[src/rtl/mem_arbiter.sv]
// Two-master arbiter/sequencer for the shared word RAM and memory-mapped I/O registers.
// Build option MEM_ARB_FIXED_PRIO_EN: m0 always wins a tie instead of round-robin with burst limiting.
module mem_arbiter #(
    parameter int WIDTH     = 32,
    parameter int MAX_BURST = 4
) (
    input  logic             clk,
    input  logic             rst,
    input  logic             m0_req,
    input  logic             m0_we,
    input  logic [WIDTH-1:0] m0_addr,
    input  logic [WIDTH-1:0] m0_wdata,
    output logic             m0_gnt,
    output logic             m0_rvalid,
    output logic [WIDTH-1:0] m0_rdata,
    input  logic             m1_req,
    input  logic             m1_we,
    input  logic [WIDTH-1:0] m1_addr,
    input  logic [WIDTH-1:0] m1_wdata,
    output logic             m1_gnt,
    output logic             m1_rvalid,
    output logic [WIDTH-1:0] m1_rdata,
    output logic [WIDTH-1:0] mem_address,
    output logic [WIDTH-1:0] mem_wr_data,
    output logic             mem_write,
    input  logic [WIDTH-1:0] mem_rd_data
);

    localparam logic [3:0] MAX_CNT = 4'(MAX_BURST);

    logic             last_owner_q, last_owner_d;
    logic [3:0]       burst_cnt_q, burst_cnt_d;
    logic             rd_pend_q, rd_pend_d;
    logic             rd_tag_q, rd_tag_d;
    logic [WIDTH-1:0] addr_q, addr_d;
    logic [WIDTH-1:0] wdata_q, wdata_d;

    logic             gnt0_s, gnt1_s, accept_s, winner_s, win_we_s;
    logic [WIDTH-1:0] win_addr_s, win_wdata_s;

    // Grant decision; a burst only continues once the owner has actually been granted (count != 0),
    // so after reset the tie falls to the master other than last_owner, i.e. m0.
    always_comb begin
        gnt0_s = 1'b0;
        gnt1_s = 1'b0;
        if (rst) begin
            gnt0_s = 1'b0;
            gnt1_s = 1'b0;
        end else if (m0_req && m1_req) begin
`ifdef MEM_ARB_FIXED_PRIO_EN
            gnt0_s = 1'b1;
            gnt1_s = 1'b0;
`else
            if ((burst_cnt_q != 4'd0) && (burst_cnt_q < MAX_CNT)) begin
                gnt0_s = ~last_owner_q;
                gnt1_s = last_owner_q;
            end else begin
                gnt0_s = last_owner_q;
                gnt1_s = ~last_owner_q;
            end
`endif
        end else begin
            gnt0_s = m0_req;
            gnt1_s = m1_req;
        end
    end

    // Winner mux feeding memory and the next-state logic
    always_comb begin
        accept_s    = gnt0_s | gnt1_s;
        winner_s    = gnt1_s;
        win_we_s    = 1'b0;
        win_addr_s  = '0;
        win_wdata_s = '0;
        if (gnt1_s) begin
            win_we_s    = m1_we;
            win_addr_s  = m1_addr;
            win_wdata_s = m1_wdata;
        end else begin
            win_we_s    = m0_we;
            win_addr_s  = m0_addr;
            win_wdata_s = m0_wdata;
        end
    end

    // Next state for burst tracking, held memory drive and the read-return tag
    always_comb begin
        last_owner_d = last_owner_q;
        burst_cnt_d  = burst_cnt_q;
        rd_pend_d    = 1'b0;
        rd_tag_d     = rd_tag_q;
        addr_d       = addr_q;
        wdata_d      = wdata_q;
        if (accept_s) begin
            addr_d    = win_addr_s;
            wdata_d   = win_wdata_s;
            rd_pend_d = ~win_we_s;
            rd_tag_d  = winner_s;
            if (winner_s == last_owner_q) begin
                if (burst_cnt_q < MAX_CNT) begin
                    burst_cnt_d = burst_cnt_q + 4'd1;
                end else begin
                    burst_cnt_d = burst_cnt_q;
                end
            end else begin
                last_owner_d = winner_s;
                burst_cnt_d  = 4'd1;
            end
        end else begin
            rd_pend_d = 1'b0;
        end
    end

    // State registers
    always_ff @(posedge clk or posedge rst) begin
        if (rst) begin
            last_owner_q <= 1'b1;
            burst_cnt_q  <= 4'd0;
            rd_pend_q    <= 1'b0;
            rd_tag_q     <= 1'b0;
            addr_q       <= '0;
            wdata_q      <= '0;
        end else begin
            last_owner_q <= last_owner_d;
            burst_cnt_q  <= burst_cnt_d;
            rd_pend_q    <= rd_pend_d;
            rd_tag_q     <= rd_tag_d;
            addr_q       <= addr_d;
            wdata_q      <= wdata_d;
        end
    end

    // Memory drive: live winner when granted, otherwise the held copy so the read select stays put
    always_comb begin
        m0_gnt = gnt0_s;
        m1_gnt = gnt1_s;
        if (accept_s) begin
            mem_address = win_addr_s;
            mem_wr_data = win_wdata_s;
            mem_write   = win_we_s;
        end else begin
            mem_address = addr_q;
            mem_wr_data = wdata_q;
            mem_write   = 1'b0;
        end
    end

    // Read return steered to the tagged master; the other rdata is forced to zero
    always_comb begin
        m0_rvalid = rd_pend_q & ~rd_tag_q;
        m1_rvalid = rd_pend_q & rd_tag_q;
        m0_rdata  = '0;
        m1_rdata  = '0;
        if (m0_rvalid) begin
            m0_rdata = mem_rd_data;
        end else if (m1_rvalid) begin
            m1_rdata = mem_rd_data;
        end else begin
            m0_rdata = '0;
            m1_rdata = '0;
        end
    end

endmodule

[config.mk]
export PLATFORM = sky130hd
export DESIGN_NAME = mem_arbiter
export DESIGN_NICKNAME = d
export VERILOG_FILES = /design/src/rtl/mem_arbiter.sv
export SDC_FILE = /design/constraint.sdc
export NUM_CORES = 1
export LEC_CHECK = 0
export CELL_PAD_IN_SITES_DETAIL_PLACEMENT = 0
export CELL_PAD_IN_SITES_GLOBAL_PLACEMENT = 2
export CORE_MARGIN = 2
export CORE_UTILIZATION = 17
export CTS_BUF_LIST = sky130_fd_sc_hd__clkbuf_16
export DETAILED_ROUTE_END_ITERATION = 12
export GPL_TIMING_DRIVEN = 0
export PLACE_DENSITY_LB_ADDON = 0.05
export SETUP_SLACK_MARGIN = 0.15
export SLEW_MARGIN = 10
export SYNTH_ARGS = -nofsm -noshare
export SYNTH_HDL_FRONTEND = slang
export SYNTH_SLANG_ARGS = --single-unit
[constraint.sdc]
create_clock -name clk -period 8.2 [get_ports clk]
set_input_delay 2.46 -clock clk [delete_from_list [all_inputs] [get_ports clk]]
set_output_delay 2.46 -clock clk [all_outputs]
set_load 0.01 [all_outputs]
# == Word-level counts from Yosys, hierarchy flattened ==
# Cells that the tools add are included.
# Widths: inputs -> output; s select.
# totals
ff_bits,71
input_bits,166
out_inout_bits,133
elab_cells,40
# op_classes
addsub,1
magnitude_cmp,1
n_eq_ne,2
mux,18
bitwise_logic,7
reduce_logical,5
# op_table
cell,count
$mux 32,7
$mux 1,9
$mux 4,2
$add 4x1->4 const B,1
$lt 4x3->1 const B,1
$not 1->1,4
$reduce_and 2->1,2
$reduce_bool 4->1,1
$and 1x1->1,2
$logic_and 1x1->1,2
$ne 2x1->1 const B,1
$eq 1x1->1,1
$or 1x1->1,1

# == Depth between registers and ports, before layout ==
# Gate-level depths: netlist of run 1.
# logic_depth
depth_word,8
depth_mapped,8
depth_no_buf,6

# == Least setup slack after synthesis of run 1 ==
# OpenSTA, ideal clock, no wires.
# synth_path
path_kind,input port to output port
start,input port rst
end,output port mem_address[0]
arrival_ns,4.977
t_required_ns,5.740
slack_ns,0.763
cell_stages,6
n_path_buf,2
path_cell_list,inv_1 -> o21ai_1 -> clkbuf_1 -> clkbuf_1 -> nand2_1 -> nand2_1
# synth_via
elab_chain_len,3
# synth_rtl
element,line_no,text
from (decl),8,"input logic rst,"
$mux 1,46,if (rst) begin
$mux 32 or $or 1x1->1 (tied branches),"75, 70",
$mux 32 *,-,
to (decl),23,"output logic [WIDTH-1:0] mem_address,"
# Mark *: on every way between the ends. The rest lies on a longest branch, timed or not.

# == Worst setup path after layout of run 1 ==
# layout_path
start,input port m0_req
end,output port mem_address[18]
# layout_via
elab_chain_len,5
# layout_rtl
element,line_no,text
from (decl),9,"input logic m0_req,"
$logic_and 1x1->1,49,end else if (m0_req && m1_req) begin
$mux 1,49,
$mux 1,46,
$mux 32 or $or 1x1->1 (tied branches),"75, 70",
$mux 32 *,-,
# Marked as above.

==> impl_metrics.csv, run 1 <==
group,metric,value,unit
power_and_ir_drop,p_total,1610,uW
placement,buffer_ports.inserted,298,
yosys,netlist_area,0.00377,mm2
drt,drt_pass1_iterations,4,
global_route,grt_remaining_overflow,0,
worst_setup_path,critPathRequiredTime,5.74,ns
worst_setup_path,crit_chain,"clkdlybuf4s50_1 -> o311a_1 -> a211oi_2 -> buf_2 -> buf_2 -> a22oi_2 -> nand2_1 -> clkdlybuf4s50_1",
cts,postCtsSetupRepairBufs,0,
floorplan,rows,54,
placement,place.gp.congestion,0.735,
finish,postLayoutCoreUtil,34.0,%
finish,num-fill-cells,2268,
yosys,synthArstFlopShare,100,%
finish,diodes,0,
power_and_ir_drop,powerDensity,216,mW/mm2
yosys,synth-edff-count,0,
drt,via_count,4046,
run_status,status,"complete, no violations",
worst_setup_path,cp_slowest_stage_delay,0.58,ns
cts,cts_buffer_depth,2,
timing,hold_viol_final,0,
power_and_ir_drop,p_leak,0.00322,uW
finish,fin_area,0.00743,mm2
timing,rsz0062_at_grt,"false",
yosys,syn_inst,394,
drt,wl_per_cell,16.2,um
timing,layout_min_cycle_time,7.64,ns
placement,pre_cts_ws,0.0915,ns
yosys,synthFlopType,"dfrtp_1",
floorplan,io_pins,299,
finish,drive_above_1_share,11.0,%
floorplan,core_area,0.0218,mm2
yosys,synth_area_per_cell,9.57,um2
drt,antenna_left,0,
drt,drc,0,
timing,tightest_slew,0.600,ns
worst_setup_path,worstPathMaxFanout,10,
timing,period_share,93.2,%
yosys,ys_seq_area_share,47.1,%
hold_path,hold_path_class,"reg2reg",
timing,finClkSkew,0.00609,ns
yosys,syn-num-nets,562,
finish,nNetsFinal,872,
finish,area_delta_synth_final,97.0,%
placement,placed_area,0.00713,mm2
global_route,antenna_found_initial,0,
yosys,ys_warn_count,0,
floorplan,die_h,153,um
cts,cts_buffers,9,
power_and_ir_drop,peakVddDrop,0.0898,mV
timing,finalSetupViolations,0,
global_route,grt_pass1_wl,24700,um
floorplan,dieArea,0.0234,mm2
worst_setup_path,crit_slowest_cell,"clkdlybuf4s50_1",
floorplan,die_width,153,um
yosys,ys_ff_latch,71,
cts,cts_tree,"done",
timing,maxSlewViolCount,0,
worst_setup_path,worstSetupStartpointType,"primary input",
worst_setup_path,crit_type,"in2out",
global_route,grt_pass1_vias,4098,
cts,clk_pin_slew,0.06,ns
drt,drt_iter0_drc,141,
global_route,grt_max_degree,49,
drt,vias_per_cell,4.09,
yosys,ys_types,31,
cts,clkSinkCount,71,
floorplan,start_util,17.3,%
worst_setup_path,arrival,5.18,ns
drt,postRouteWirelength,16000,um
flow_run,drv_cap,0,
timing,fmax,131,MHz
global_route,track_usage,13.6,%
cts,worst_skew_pair.late_latency,0.34,ns
timing,relSlewSlack,59.7,%
timing,setup_slack,0.556,ns
cts,cts-root-buf,"clkbuf_16",
placement,dpl.hpwl,12800,um
worst_setup_path,endpoint_kind,"output pin",
cts,htree_levels,3,
synth_stat cells, drive strengths merged (3+ instances only):
cell | instances | area (um2)
nand2 | 128 | 480
buf | 13 | 108
nor2b | 4 | 25.0
dfrtp | 70 | 1750
clkbuf | 18 | 67.6
a22oi | 64 | 681
nor3 | 3 | 15.0
and3 | 32 | 200
nor2 | 4 | 15.0
and2 | 33 | 206
inv | 4 | 15.0
stage by stage:
stage	std cells	hold slack (ns)	setup TNS [ns]
after detailed placement	973	0.451	0
after global routing	989	0.485	0
after global placement	972	0.447	-101.57
after CTS	989	0.467	0
after floorplan	394	0.496	0
final	989	0.461	0
final cells by class:
cell class / instances / area [um2] / area share, %
plain buffers: 31 / 180 / 2.43
flip-flops and latches: 71 / 1780 / 23.9
clock inverters: 7 / 63.8 / 0.859
inverters: 4 / 17.5 / 0.236
multi-input cells: 288 / 1800 / 24.3
well taps: 280 / 350 / 4.72
repair buffers: 299 / 3010 / 40.5
clock buffers: 9 / 225 / 3.03
registers in the layout, summed over array words and instances (netlist names):
register	cells
addr_q	32
burst_cnt_q	4
last_owner_q	1
rd_pend_q	1
rd_tag_q	1
wdata_q	32
path summary, 6_finish.rpt:
path | start | endpoint | slack (ns) | cells after the start
setup reg to reg | burst_cnt_q[0]$_DFFE_PP0P_ | addr_q[18]$_DFF_PP0_ | 5.61 | 8
min in group asynchronous | rst | wdata_q[10]$_DFF_PP0_ | 2.54 | 2
max in group asynchronous | rst | last_owner_q$_DFFE_PP1P_ | 5.07 | 3
hold / removal | addr_q[2]$_DFF_PP0_ | addr_q[2]$_DFF_PP0_ | 0.46 | 2
hold reg to reg | addr_q[2]$_DFF_PP0_ | addr_q[2]$_DFF_PP0_ | 0.46 | 2
setup / recovery | m0_req | mem_address[18] | 0.56 | 8
logic make-up (layout without fill, tap and decap cells):
group                      Yosys count  count (layout)  synth area share [%]
buffers and inverters               35             350                  5.04
DFF                                 71              71                  47.1
muxes                                4               4                  1.13
AOI/OAI and AO/OA                   72              72                  19.9
and+or+nand+nor                    210             210                  26.1
adders and majority gates            2               2                 0.663
cell usage in the layout, fill, tap and decap left out, types with 2 or more instances in the layout:
master | Yosys | routed
nor2_1 | 4 | 4
and3_1 | 32 | 32
clkinv_2 | 0 | 2
buf_2 | 8 | 8
buf_8 | 4 | 4
a22oi_1 | 24 | 24
and2_1 | 33 | 33
a22oi_2 | 40 | 40
clkdlybuf4s50_1 | 0 | 298
nand3_1 | 2 | 2
inv_1 | 4 | 3
nor3_1 | 3 | 3
nor2b_1 | 4 | 4
clkbuf_2 | 0 | 4
mux2_2 | 2 | 2
nand2_1 | 128 | 128
mux2i_1 | 2 | 2
clkbuf_1 | 18 | 14
clkbuf_16 | 0 | 9
dfrtp_1 | 70 | 70
clkinv_1 | 0 | 2
ha_1 | 2 | 2
timing repair:
item / in CTS / in global routing
hold buffers: 0 / 0
setup endpoints to repair: 11 / 22
hold endpoints to repair: 0 / 0
resized for setup: 1 / 6
where the power goes:
group | internal, uW | switching [uW]
sequential | 457 | 34.2
clock | 233 | 156
combinational | 384 | 342
routing by layer:
metal	track usage (%)	wire (um)	up-vias
li1	-	-	1985
met1	16.4	6550	1889
met2	23.7	8260	165
met3	4.22	1090	7
met4	3.22	129	0
met5	0	0	-
critical path, delay by kind of cell:
kind / cells / cell delay [ns]
compound gates: 3 / 0.77
simple gates: 1 / 0.10
buf+inv: 4 / 1.83
No activity file was read; power rests on OpenSTA's default activity.
==> run 2, diff against run 1 <==
Clock period 8.2 ns to 7.9 ns, I/O delays scaled along.
==> results of run 2 <==
Same layout as run 1 (identical final DEF). Status: complete, no violations.
Among the figures that moved: setup slack after placement 0.0915 ns -> -0.0285 ns; setup slack after layout 0.556 ns -> 0.436 ns; register-to-register setup slack 5.61 ns -> 5.31 ns; total power 1610 uW -> 1670 uW; worst IR drop on VDD 0.0898 mV -> 0.0932 mV
